### src/rtl/gpio_write_arbiter_if.sv
// Requester/decoder bundle for gpio_write_arbiter: per-requester valid/ready write
// requests on one side, the timed address/data/data_ready decoder interface on the other.
interface gpio_write_arbiter_if #(
  parameter int unsigned NumReq    = 2,
  parameter int unsigned AddrWidth = 14,
  parameter int unsigned BusWidth  = 32
);
  localparam int unsigned IdWidth = (NumReq > 1) ? $clog2(NumReq) : 1;

  logic [NumReq-1:0]           req_valid;
  logic [NumReq*AddrWidth-1:0] req_address;
  logic [NumReq*BusWidth-1:0]  req_data;
  logic [NumReq-1:0]           req_ready;
  logic [AddrWidth-1:0]        address;
  logic [BusWidth-1:0]         data_out;
  logic                        data_ready;
  logic                        busy;
  logic [IdWidth-1:0]          grant_id;
  logic                        addr_err;

  modport master (
    output req_valid, req_address, req_data,
    input  req_ready, address, data_out, data_ready, busy, grant_id, addr_err
  );

  modport slave (
    input  req_valid, req_address, req_data,
    output req_ready, address, data_out, data_ready, busy, grant_id, addr_err
  );
endinterface

### src/rtl/gpio_write_arbiter.sv
// Round-robin write arbiter in front of the GPIO DDR/output decoder: setup, held strobe,
// recovery gap. Optional write/error counters enabled by GPIO_WRITE_ARBITER_COUNT_EN.
module gpio_write_arbiter #(
  parameter int unsigned NumReq        = 2,
  parameter int unsigned AddrWidth     = 14,
  parameter int unsigned BusWidth      = 32,
  parameter int unsigned HoldCycles    = 4,
  parameter int unsigned RecoverCycles = 6
) (
  input  logic                    CLOCK,
  input  logic                    reset_reg,
  gpio_write_arbiter_if.slave     bus
`ifdef GPIO_WRITE_ARBITER_COUNT_EN
  ,
  output logic [15:0]             write_count,
  output logic [7:0]              err_count
`endif
);

  localparam int unsigned IdWidth  = (NumReq > 1) ? $clog2(NumReq) : 1;
  localparam int unsigned CntMax   = (HoldCycles > RecoverCycles) ? HoldCycles : RecoverCycles;
  localparam int unsigned CntWidth = $clog2(CntMax + 1);
  localparam logic [31:0] WinLo    = 32'h0000_1100;
  localparam logic [31:0] WinHi    = 32'h0000_1114;

  typedef enum logic [1:0] {StIdle, StSetup, StStrobe, StRecover} state_e;

  state_e                 state_q, state_d;
  logic [CntWidth-1:0]    cnt_q, cnt_d;
  logic [IdWidth-1:0]     ptr_q, ptr_d;
  logic [IdWidth-1:0]     grant_q, grant_d;
  logic [AddrWidth-1:0]   addr_q, addr_d;
  logic [BusWidth-1:0]    data_q, data_d;
  logic                   err_q, err_d;

  logic [IdWidth-1:0]     winner;
  logic                   win_found;
  logic                   accept;
  logic                   in_window;
  logic [AddrWidth-1:0]   win_addr;
  logic [BusWidth-1:0]    win_data;
  logic [31:0]            win_addr32;

  // First valid requester searching upward from the pointer, wrapping at NumReq.
  always_comb begin
    int unsigned idx;
    win_found = 1'b0;
    winner    = '0;
    idx       = 0;
    for (int unsigned k = 0; k < NumReq; k++) begin
      idx = int'(ptr_q) + k;
      if (idx >= NumReq) idx = idx - NumReq;
      if (!win_found && bus.req_valid[idx]) begin
        win_found = 1'b1;
        winner    = idx[IdWidth-1:0];
      end
    end
  end

  assign win_addr   = bus.req_address[int'(winner)*AddrWidth +: AddrWidth];
  assign win_data   = bus.req_data[int'(winner)*BusWidth +: BusWidth];
  assign win_addr32 = 32'(win_addr);
  assign in_window  = (win_addr32 >= WinLo) && (win_addr32 <= WinHi) && (win_addr[1:0] == 2'b00);

  // Reset gates the grant so nothing is accepted while reset_reg is high.
  assign accept = (state_q == StIdle) && win_found && !reset_reg;

  always_comb begin
    bus.req_ready = '0;
    if (accept) bus.req_ready[winner] = 1'b1;
  end

  always_comb begin
    state_d = state_q;
    cnt_d   = cnt_q;
    ptr_d   = ptr_q;
    grant_d = grant_q;
    addr_d  = addr_q;
    data_d  = data_q;
    err_d   = 1'b0;
    unique case (state_q)
      StIdle: begin
        if (accept) begin
          addr_d  = win_addr;
          data_d  = win_data;
          grant_d = winner;
          if (int'(winner) + 1 >= NumReq) ptr_d = '0;
          else                            ptr_d = winner + IdWidth'(1);
          if (in_window) state_d = StSetup;
          else           err_d   = 1'b1;
        end
      end
      StSetup: begin
        state_d = StStrobe;
        cnt_d   = CntWidth'(HoldCycles);
      end
      StStrobe: begin
        if (cnt_q == CntWidth'(1)) begin
          state_d = StRecover;
          cnt_d   = CntWidth'(RecoverCycles);
        end else begin
          cnt_d = cnt_q - CntWidth'(1);
        end
      end
      StRecover: begin
        if (cnt_q == CntWidth'(1)) begin
          state_d = StIdle;
          cnt_d   = '0;
        end else begin
          cnt_d = cnt_q - CntWidth'(1);
        end
      end
      default: state_d = StIdle;
    endcase
  end

  always_ff @(posedge CLOCK) begin
    if (reset_reg) begin
      state_q <= StIdle;
      cnt_q   <= '0;
      ptr_q   <= '0;
      grant_q <= '0;
      addr_q  <= '0;
      data_q  <= '0;
      err_q   <= 1'b0;
    end else begin
      state_q <= state_d;
      cnt_q   <= cnt_d;
      ptr_q   <= ptr_d;
      grant_q <= grant_d;
      addr_q  <= addr_d;
      data_q  <= data_d;
      err_q   <= err_d;
    end
  end

  assign bus.address    = addr_q;
  assign bus.data_out   = data_q;
  assign bus.data_ready = (state_q == StStrobe);
  assign bus.busy       = (state_q != StIdle);
  assign bus.grant_id   = grant_q;
  assign bus.addr_err   = err_q;

`ifdef GPIO_WRITE_ARBITER_COUNT_EN
  logic [15:0] write_count_q, write_count_d;
  logic [7:0]  err_count_q, err_count_d;

  always_comb begin
    write_count_d = write_count_q;
    err_count_d   = err_count_q;
    if (state_q == StStrobe && cnt_q == CntWidth'(1) && write_count_q != 16'hFFFF) begin
      write_count_d = write_count_q + 16'd1;
    end
    if (err_d && err_count_q != 8'hFF) begin
      err_count_d = err_count_q + 8'd1;
    end
  end

  always_ff @(posedge CLOCK) begin
    if (reset_reg) begin
      write_count_q <= '0;
      err_count_q   <= '0;
    end else begin
      write_count_q <= write_count_d;
      err_count_q   <= err_count_d;
    end
  end

  assign write_count = write_count_q;
  assign err_count   = err_count_q;
`endif

endmodule

### src/flat_wrapper.sv
// flat-port wrapper written by rule: the top's interface ports become plain ports
module gpio_write_arbiter_flat 
#(
  parameter int unsigned NumReq        = 2,
  parameter int unsigned AddrWidth     = 14,
  parameter int unsigned BusWidth      = 32,
  parameter int unsigned HoldCycles    = 4,
  parameter int unsigned RecoverCycles = 6
)
  (CLOCK, reset_reg, bus_req_valid, bus_req_address, bus_req_data, bus_req_ready, bus_address, bus_data_out, bus_data_ready, bus_busy, bus_grant_id, bus_addr_err);
  gpio_write_arbiter_if #(.NumReq(NumReq), .AddrWidth(AddrWidth), .BusWidth(BusWidth)) bus_i ();
  input  logic CLOCK;
  input  logic reset_reg;
  input wire logic [$bits(bus_i.req_valid)-1:0] bus_req_valid;
  input wire logic [$bits(bus_i.req_address)-1:0] bus_req_address;
  input wire logic [$bits(bus_i.req_data)-1:0] bus_req_data;
  output wire logic [$bits(bus_i.req_ready)-1:0] bus_req_ready;
  output wire logic [$bits(bus_i.address)-1:0] bus_address;
  output wire logic [$bits(bus_i.data_out)-1:0] bus_data_out;
  output wire logic [$bits(bus_i.data_ready)-1:0] bus_data_ready;
  output wire logic [$bits(bus_i.busy)-1:0] bus_busy;
  output wire logic [$bits(bus_i.grant_id)-1:0] bus_grant_id;
  output wire logic [$bits(bus_i.addr_err)-1:0] bus_addr_err;
  assign bus_i.req_valid = bus_req_valid;
  assign bus_i.req_address = bus_req_address;
  assign bus_i.req_data = bus_req_data;
  assign bus_req_ready = bus_i.req_ready;
  assign bus_address = bus_i.address;
  assign bus_data_out = bus_i.data_out;
  assign bus_data_ready = bus_i.data_ready;
  assign bus_busy = bus_i.busy;
  assign bus_grant_id = bus_i.grant_id;
  assign bus_addr_err = bus_i.addr_err;
  gpio_write_arbiter #(.NumReq(NumReq), .AddrWidth(AddrWidth), .BusWidth(BusWidth), .HoldCycles(HoldCycles), .RecoverCycles(RecoverCycles)) u_core (.CLOCK(CLOCK), .reset_reg(reset_reg), .bus(bus_i));
endmodule
### config.mk
export PLATFORM = sky130hd
export DESIGN_NAME = gpio_write_arbiter_flat
export DESIGN_NICKNAME = d
export VERILOG_FILES = /design/src/rtl/gpio_write_arbiter_if.sv /design/src/rtl/gpio_write_arbiter.sv /design/src/flat_wrapper.sv
export SDC_FILE = /design/constraint.sdc
export NUM_CORES = 1
export LEC_CHECK = 0
export ABC_AREA = 1
export ABC_CLOCK_PERIOD_IN_PS = 2000
export BUFFER_PORTS_ARGS = -buffer_cell sky130_fd_sc_hd__buf_2
export CELL_PAD_IN_SITES_DETAIL_PLACEMENT = 1
export CELL_PAD_IN_SITES_GLOBAL_PLACEMENT = 2
export CORE_MARGIN = 1.5
export CORE_UTILIZATION = 21
export CTS_CLUSTER_DIAMETER = 50
export DETAILED_ROUTE_END_ITERATION = 8
export MAX_ROUTING_LAYER = met4
export PLACE_DENSITY = 0.75
export SYNTH_ARGS = -nofsm -noshare
export SYNTH_HDL_FRONTEND = slang
export SYNTH_SLANG_ARGS = --single-unit
### constraint.sdc
create_clock -name CLOCK -period 2 [get_ports CLOCK]
set_clock_uncertainty 0.05 [all_clocks]
set_input_delay 0.1 -clock CLOCK [delete_from_list [all_inputs] [get_ports CLOCK]]
set_output_delay 0.1 -clock CLOCK [all_outputs]
set_load 0.05 [all_outputs]
==> run_summary.xml <==
<?xml version="1.0" encoding="UTF-8"?>
<metrics>
  <group name="clocking">
    <metric name="total_clock_buffers_created_by_cts" unit="">5</metric>
    <metric name="number_of_sinks_driven_by_the_clock_tree" unit="">54</metric>
    <metric name="clk_path_buf_depth" unit="">2</metric>
    <metric name="worst_skew_pair.late_latency" unit="ns">0.29</metric>
    <metric name="clkSlewWorstSetupHoldPaths" unit="ns">0.07</metric>
    <metric name="cts_tree" unit="">done</metric>
    <metric name="cts_htree_levels" unit="">2</metric>
    <metric name="cts_root_buf" unit="">clkbuf_16</metric>
  </group>
  <group name="synthesis">
    <metric name="synth_area" unit="µm²">2472</metric>
    <metric name="portion_of_netlist_area_occupied_by_mux_cells" unit="%">0</metric>
    <metric name="mappedNetlistNets" unit="">443</metric>
    <metric name="postSynthAreaPerCell" unit="µm²">7.250</metric>
    <metric name="synthMostInstantiatedCell" unit="">nand2_1</metric>
    <metric name="yosys_most_used_dff" unit="">dfxtp_1</metric>
    <metric name="yosys.area.top_type" unit="">dfxtp_1</metric>
    <metric name="synth_warnings" unit="">0</metric>
    <metric name="synth-seq-cells" unit="">54</metric>
    <metric name="synthXorXnorAreaFrac" unit="%">0.3543</metric>
    <metric name="top_cells_by_area_in_the_synthesized_netlist" unit="">dfxtp_1, nand2_1, a31oi_1</metric>
    <metric name="synth.yosys.seq_area_share" unit="%">43.72</metric>
    <metric name="synth_compound_area_share" unit="%">17.26</metric>
    <metric name="area_share_of_the_largest_cell_type_after_synthesis" unit="%">43.72</metric>
    <metric name="synthArstFlopShare" unit="%">0</metric>
    <metric name="post_synth_fa_ha_maj_area_fraction" unit="%">3.036</metric>
    <metric name="netlist_instances" unit="">341</metric>
    <metric name="synth_top_family_by_area" unit="">simple AND/OR/NAND/NOR gates</metric>
    <metric name="post_synth_and_or_nand_nor_area_fraction" unit="%">28.80</metric>
    <metric name="ys_top_cells_by_count" unit="">nand2_1, dfxtp_1, a31oi_1</metric>
    <metric name="synth_enable_flop_cells" unit="">0</metric>
    <metric name="number_of_distinct_library_cell_variants_in_the_gate_level_netlist_after_synthesis" unit="">25</metric>
  </group>
  <group name="sta">
    <metric name="final_min_period_over_clock_period" unit="%">94.37</metric>
    <metric name="drv_slew" unit="">0</metric>
    <metric name="maxSlewHeadroom" unit="%">72.25</metric>
    <metric name="fmaxAchievable" unit="MHz">529.8</metric>
    <metric name="setup_repair_after_global_routing_missed_its_margin" unit="">false</metric>
    <metric name="final_period_minus_worst_setup_slack" unit="ns">1.887</metric>
    <metric name="setup_viol" unit="">0</metric>
    <metric name="worst_pin_slew" unit="ns">0.4162</metric>
    <metric name="finalHoldViolCount" unit="">0</metric>
    <metric name="finalSetupTns" unit="ns">0</metric>
  </group>
  <group name="routing">
    <metric name="detailedRoute.firstIterationViolations" unit="">95</metric>
    <metric name="route.detailed.vias_per_inst" unit="">4.425</metric>
    <metric name="detail_route.first_pass.iterations" unit="">6</metric>
    <metric name="num_vias" unit="">2810</metric>
    <metric name="routed_wirelength" unit="µm">9067</metric>
    <metric name="final_antenna_net_count" unit="">0</metric>
    <metric name="wl_per_cell" unit="µm">14.28</metric>
    <metric name="drcViolationCount" unit="">0</metric>
  </group>
  <group name="critical_path">
    <metric name="maximum_cell_stage_delay_along_the_critical_path" unit="ns">0.34</metric>
    <metric name="r2r_end" unit="">u_core.bus.data_out[6]$_SDFFE_PP0P_</metric>
    <metric name="crit_required" unit="ns">1.85</metric>
    <metric name="slowest_stage" unit="">dfxtp_1</metric>
    <metric name="criticalPathCategory" unit="">reg2out</metric>
    <metric name="critPathLaunch" unit="">u_core.state_q[0]$_SDFFE_PP0P_</metric>
    <metric name="timing.critical_path.to_type" unit="">output pin</metric>
    <metric name="worst_ep_arrival_time" unit="ns">1.74</metric>
    <metric name="crit_path_cell_trace" unit="">inv_2, ha_4, clkinvlp_4, nor2_8, nand2_4, nor2_4, buf_12, buf_6</metric>
    <metric name="path_max_fanout" unit="">16</metric>
    <metric name="reg2regPathDepth" unit="">10</metric>
    <metric name="startpoint_type" unit="">register</metric>
    <metric name="ff2ff_setup_slack" unit="ns">0.19</metric>
    <metric name="worstSetupEndpoint" unit="">bus_req_ready[0]</metric>
    <metric name="worst_r2r_startpoint" unit="">u_core.state_q[0]$_SDFFE_PP0P_</metric>
  </group>
  <group name="final_layout">
    <metric name="design.final.nets" unit="">593</metric>
    <metric name="area.sequential" unit="µm²">1081</metric>
    <metric name="multi_input_comb_area" unit="µm²">1246</metric>
    <metric name="stdcell_count" unit="">635</metric>
    <metric name="area_delta_synth_final" unit="%">45.90</metric>
    <metric name="num-fill-cells" unit="">1470</metric>
    <metric name="total_inserted_antenna_cells" unit="">0</metric>
    <metric name="post-route-util" unit="%">31.46</metric>
    <metric name="layout-drive-gt1-share" unit="%">37.20</metric>
  </group>
  <group name="global_routing">
    <metric name="maximum_number_of_pins_on_one_net_before_global_route_repair" unit="">36</metric>
    <metric name="grt_use_total" unit="%">14.81</metric>
    <metric name="via_count_of_the_first_global_routing_pass" unit="">2889</metric>
    <metric name="grt_first_pass_wirelength" unit="µm">14350</metric>
    <metric name="globalRouteOverflowTotal" unit="">0</metric>
    <metric name="grt_antenna_before_repair" unit="">0</metric>
  </group>
  <group name="pwr">
    <metric name="leakage" unit="µW">0.001717</metric>
    <metric name="switching_power" unit="µW">2176</metric>
    <metric name="p_sw_share" unit="%">47.02</metric>
    <metric name="sequential_share_of_power" unit="%">32.2</metric>
    <metric name="power_report.internal_total" unit="µW">2451</metric>
    <metric name="combPwrFrac" unit="%">48.4</metric>
    <metric name="clockPowerShare" unit="%">19.4</metric>
    <metric name="powerDensity" unit="nW/µm²">1283</metric>
    <metric name="vdd.ir_drop.worst" unit="mV">0.5123</metric>
  </group>
  <group name="min_path">
    <metric name="worstHoldStart" unit="">bus_req_data[13]</metric>
    <metric name="worst_hold_path.num_cells" unit="">3</metric>
    <metric name="hold_path_class" unit="">in2reg</metric>
  </group>
  <group name="run_status">
    <metric name="status" unit="">completed</metric>
  </group>
  <group name="die">
    <metric name="floorplan.die.height" unit="µm">111.5</metric>
    <metric name="io_pins" unit="">148</metric>
    <metric name="fp-row-count" unit="">39</metric>
    <metric name="initial_standard_cell_utilization_of_the_core" unit="%">21.56</metric>
    <metric name="floorplan.core_area" unit="µm²">11470</metric>
    <metric name="floorplan.die_area" unit="µm²">12430</metric>
    <metric name="die_width" unit="µm">111.5</metric>
  </group>
  <group name="placement">
    <metric name="number_of_input_and_output_port_buffers_inserted" unit="">147</metric>
    <metric name="placed_cells" unit="">623</metric>
    <metric name="place_congestion" unit="">0.7613</metric>
    <metric name="dpl.hpwl" unit="µm">6906</metric>
  </group>
  <group name="flow_run">
    <metric name="max_cap_violations" unit="">0</metric>
  </group>
</metrics>
==> area by class of cell <==
cell class              instances  share of cell area [%]
flip-flops and latches         54                   29.97
clock buffers                   7                   3.954
inverters                      20                   2.185
multi-input cells             249                   34.55
clock inverters                 1                  0.1387
repair buffers                161                   24.25
well taps                     143                   4.960
==> flip-flops by register name, summed over array words and instances (netlist names) <==
name,count
u_core.bus.data_out,32
u_core.bus.address,14
u_core.cnt_q,3
u_core.state_q,2
u_core.bus.addr_err,1
u_core.bus.grant_id,1
u_core.ptr_q,1
==> power by group through the flow <==
| stage | clock [µW] | combinational, µW | sequential (µW) |
|---|---|---|---|
| finish | 897 | 2240 | 1490 |
| global route | 967 | 2410 | 1530 |
| CTS | 935 | 2240 | 1490 |
| detailed placement | 0 | 2190 | 1510 |
| global placement | 0 | 2180 | 1500 |
| floorplan | 0 | 778 | 2310 |
==> worst min-delay path by stage <==
stage / endpoint / slack [ns]
after floorplan: u_core.bus.data_out[1]$_SDFFE_PP0P_ / 0.21
after global placement: u_core.bus.data_out[24]$_SDFFE_PP0P_ / 0.31
after detailed placement: u_core.bus.data_out[13]$_SDFFE_PP0P_ / 0.32
after CTS: u_core.bus.data_out[13]$_SDFFE_PP0P_ / 0.008
after global routing: u_core.bus.data_out[25]$_SDFFE_PP0P_ / 0.02
final: u_core.bus.data_out[13]$_SDFFE_PP0P_ / 0.02
==> worst max-delay path: cells and delay by family (launching register included) <==
| kind | cells | cell delay, ns |
|---|---|---|
| fa+ha+maj | 1 | 0.18 |
| buf+inv | 4 | 0.57 |
| simple gates | 3 | 0.36 |
| flops | 1 | 0.34 |
==> cell families (layout without fill, tap and decap cells) <==
kind of cell    count (synthesis)  after routing
buf+inv                        38            189
flops                          54             54
compound gates                 73             73
simple gates                  169            169
fa+ha+maj                       6              6
xor+xnor                        1              1
==> routing by layer <==
layer | vias to the layer above | part of all wire, % | track usage (%)
met5 | - | 0 | -
met4 | 0 | 1.2 | 4.135
met3 | 7 | 5.3 | 3.212
met2 | 88 | 48 | 24.79
met1 | 1290 | 46 | 18.01
li1 | 1425 | - | -
==> cell usage in the layout, fill, tap and decap left out <==
master and count:
buf_2 145, nand2_1 127, dfxtp_1 54, a31oi_1 40, nor2_1 19, o21ai_0 17, inv_1 15, nand3_1 13
buf_4 13, a21oi_1 10, ha_1 5, clkbuf_16 5, inv_2 4, nand2_4 2, nor2_4 2, o21ai_1 2
a211oi_1 2, buf_12 2, clkinvlp_4 1, a21boi_1 1, nor2_2 1, nor2_8 1, nand2_8 1, o21ai_2 1
nand3b_1 1, xor2_1 1, nand2_2 1, nor3_1 1, ha_4 1, clkbuf_1 1, clkbuf_8 1, clkinv_2 1
buf_6 1
==> per-stage QoR <==
stage	total power, µW	worst slack (ns)	hold WS (ns)	area [µm²]
global placement	3680	0.1645	0.3096	3400
detailed placement	3701	0.08864	0.3202	3400
global route	4908	0.002924	0.01833	3607
floorplan	3086	0.04357	0.2082	2491
finish	4627	0.1126	0.01528	3607
CTS	4669	0.02071	0.008213	3581
==> repair_timing <==
action	4_1_cts	5_1_grt
resized for setup	4	4
setup buffers	2	2
endpoints found under the hold margin	0	0
hold buffers	0	0
pin swaps	1	2
endpoints found under the setup margin	2	13
Power figures use the tool's default switching activity.
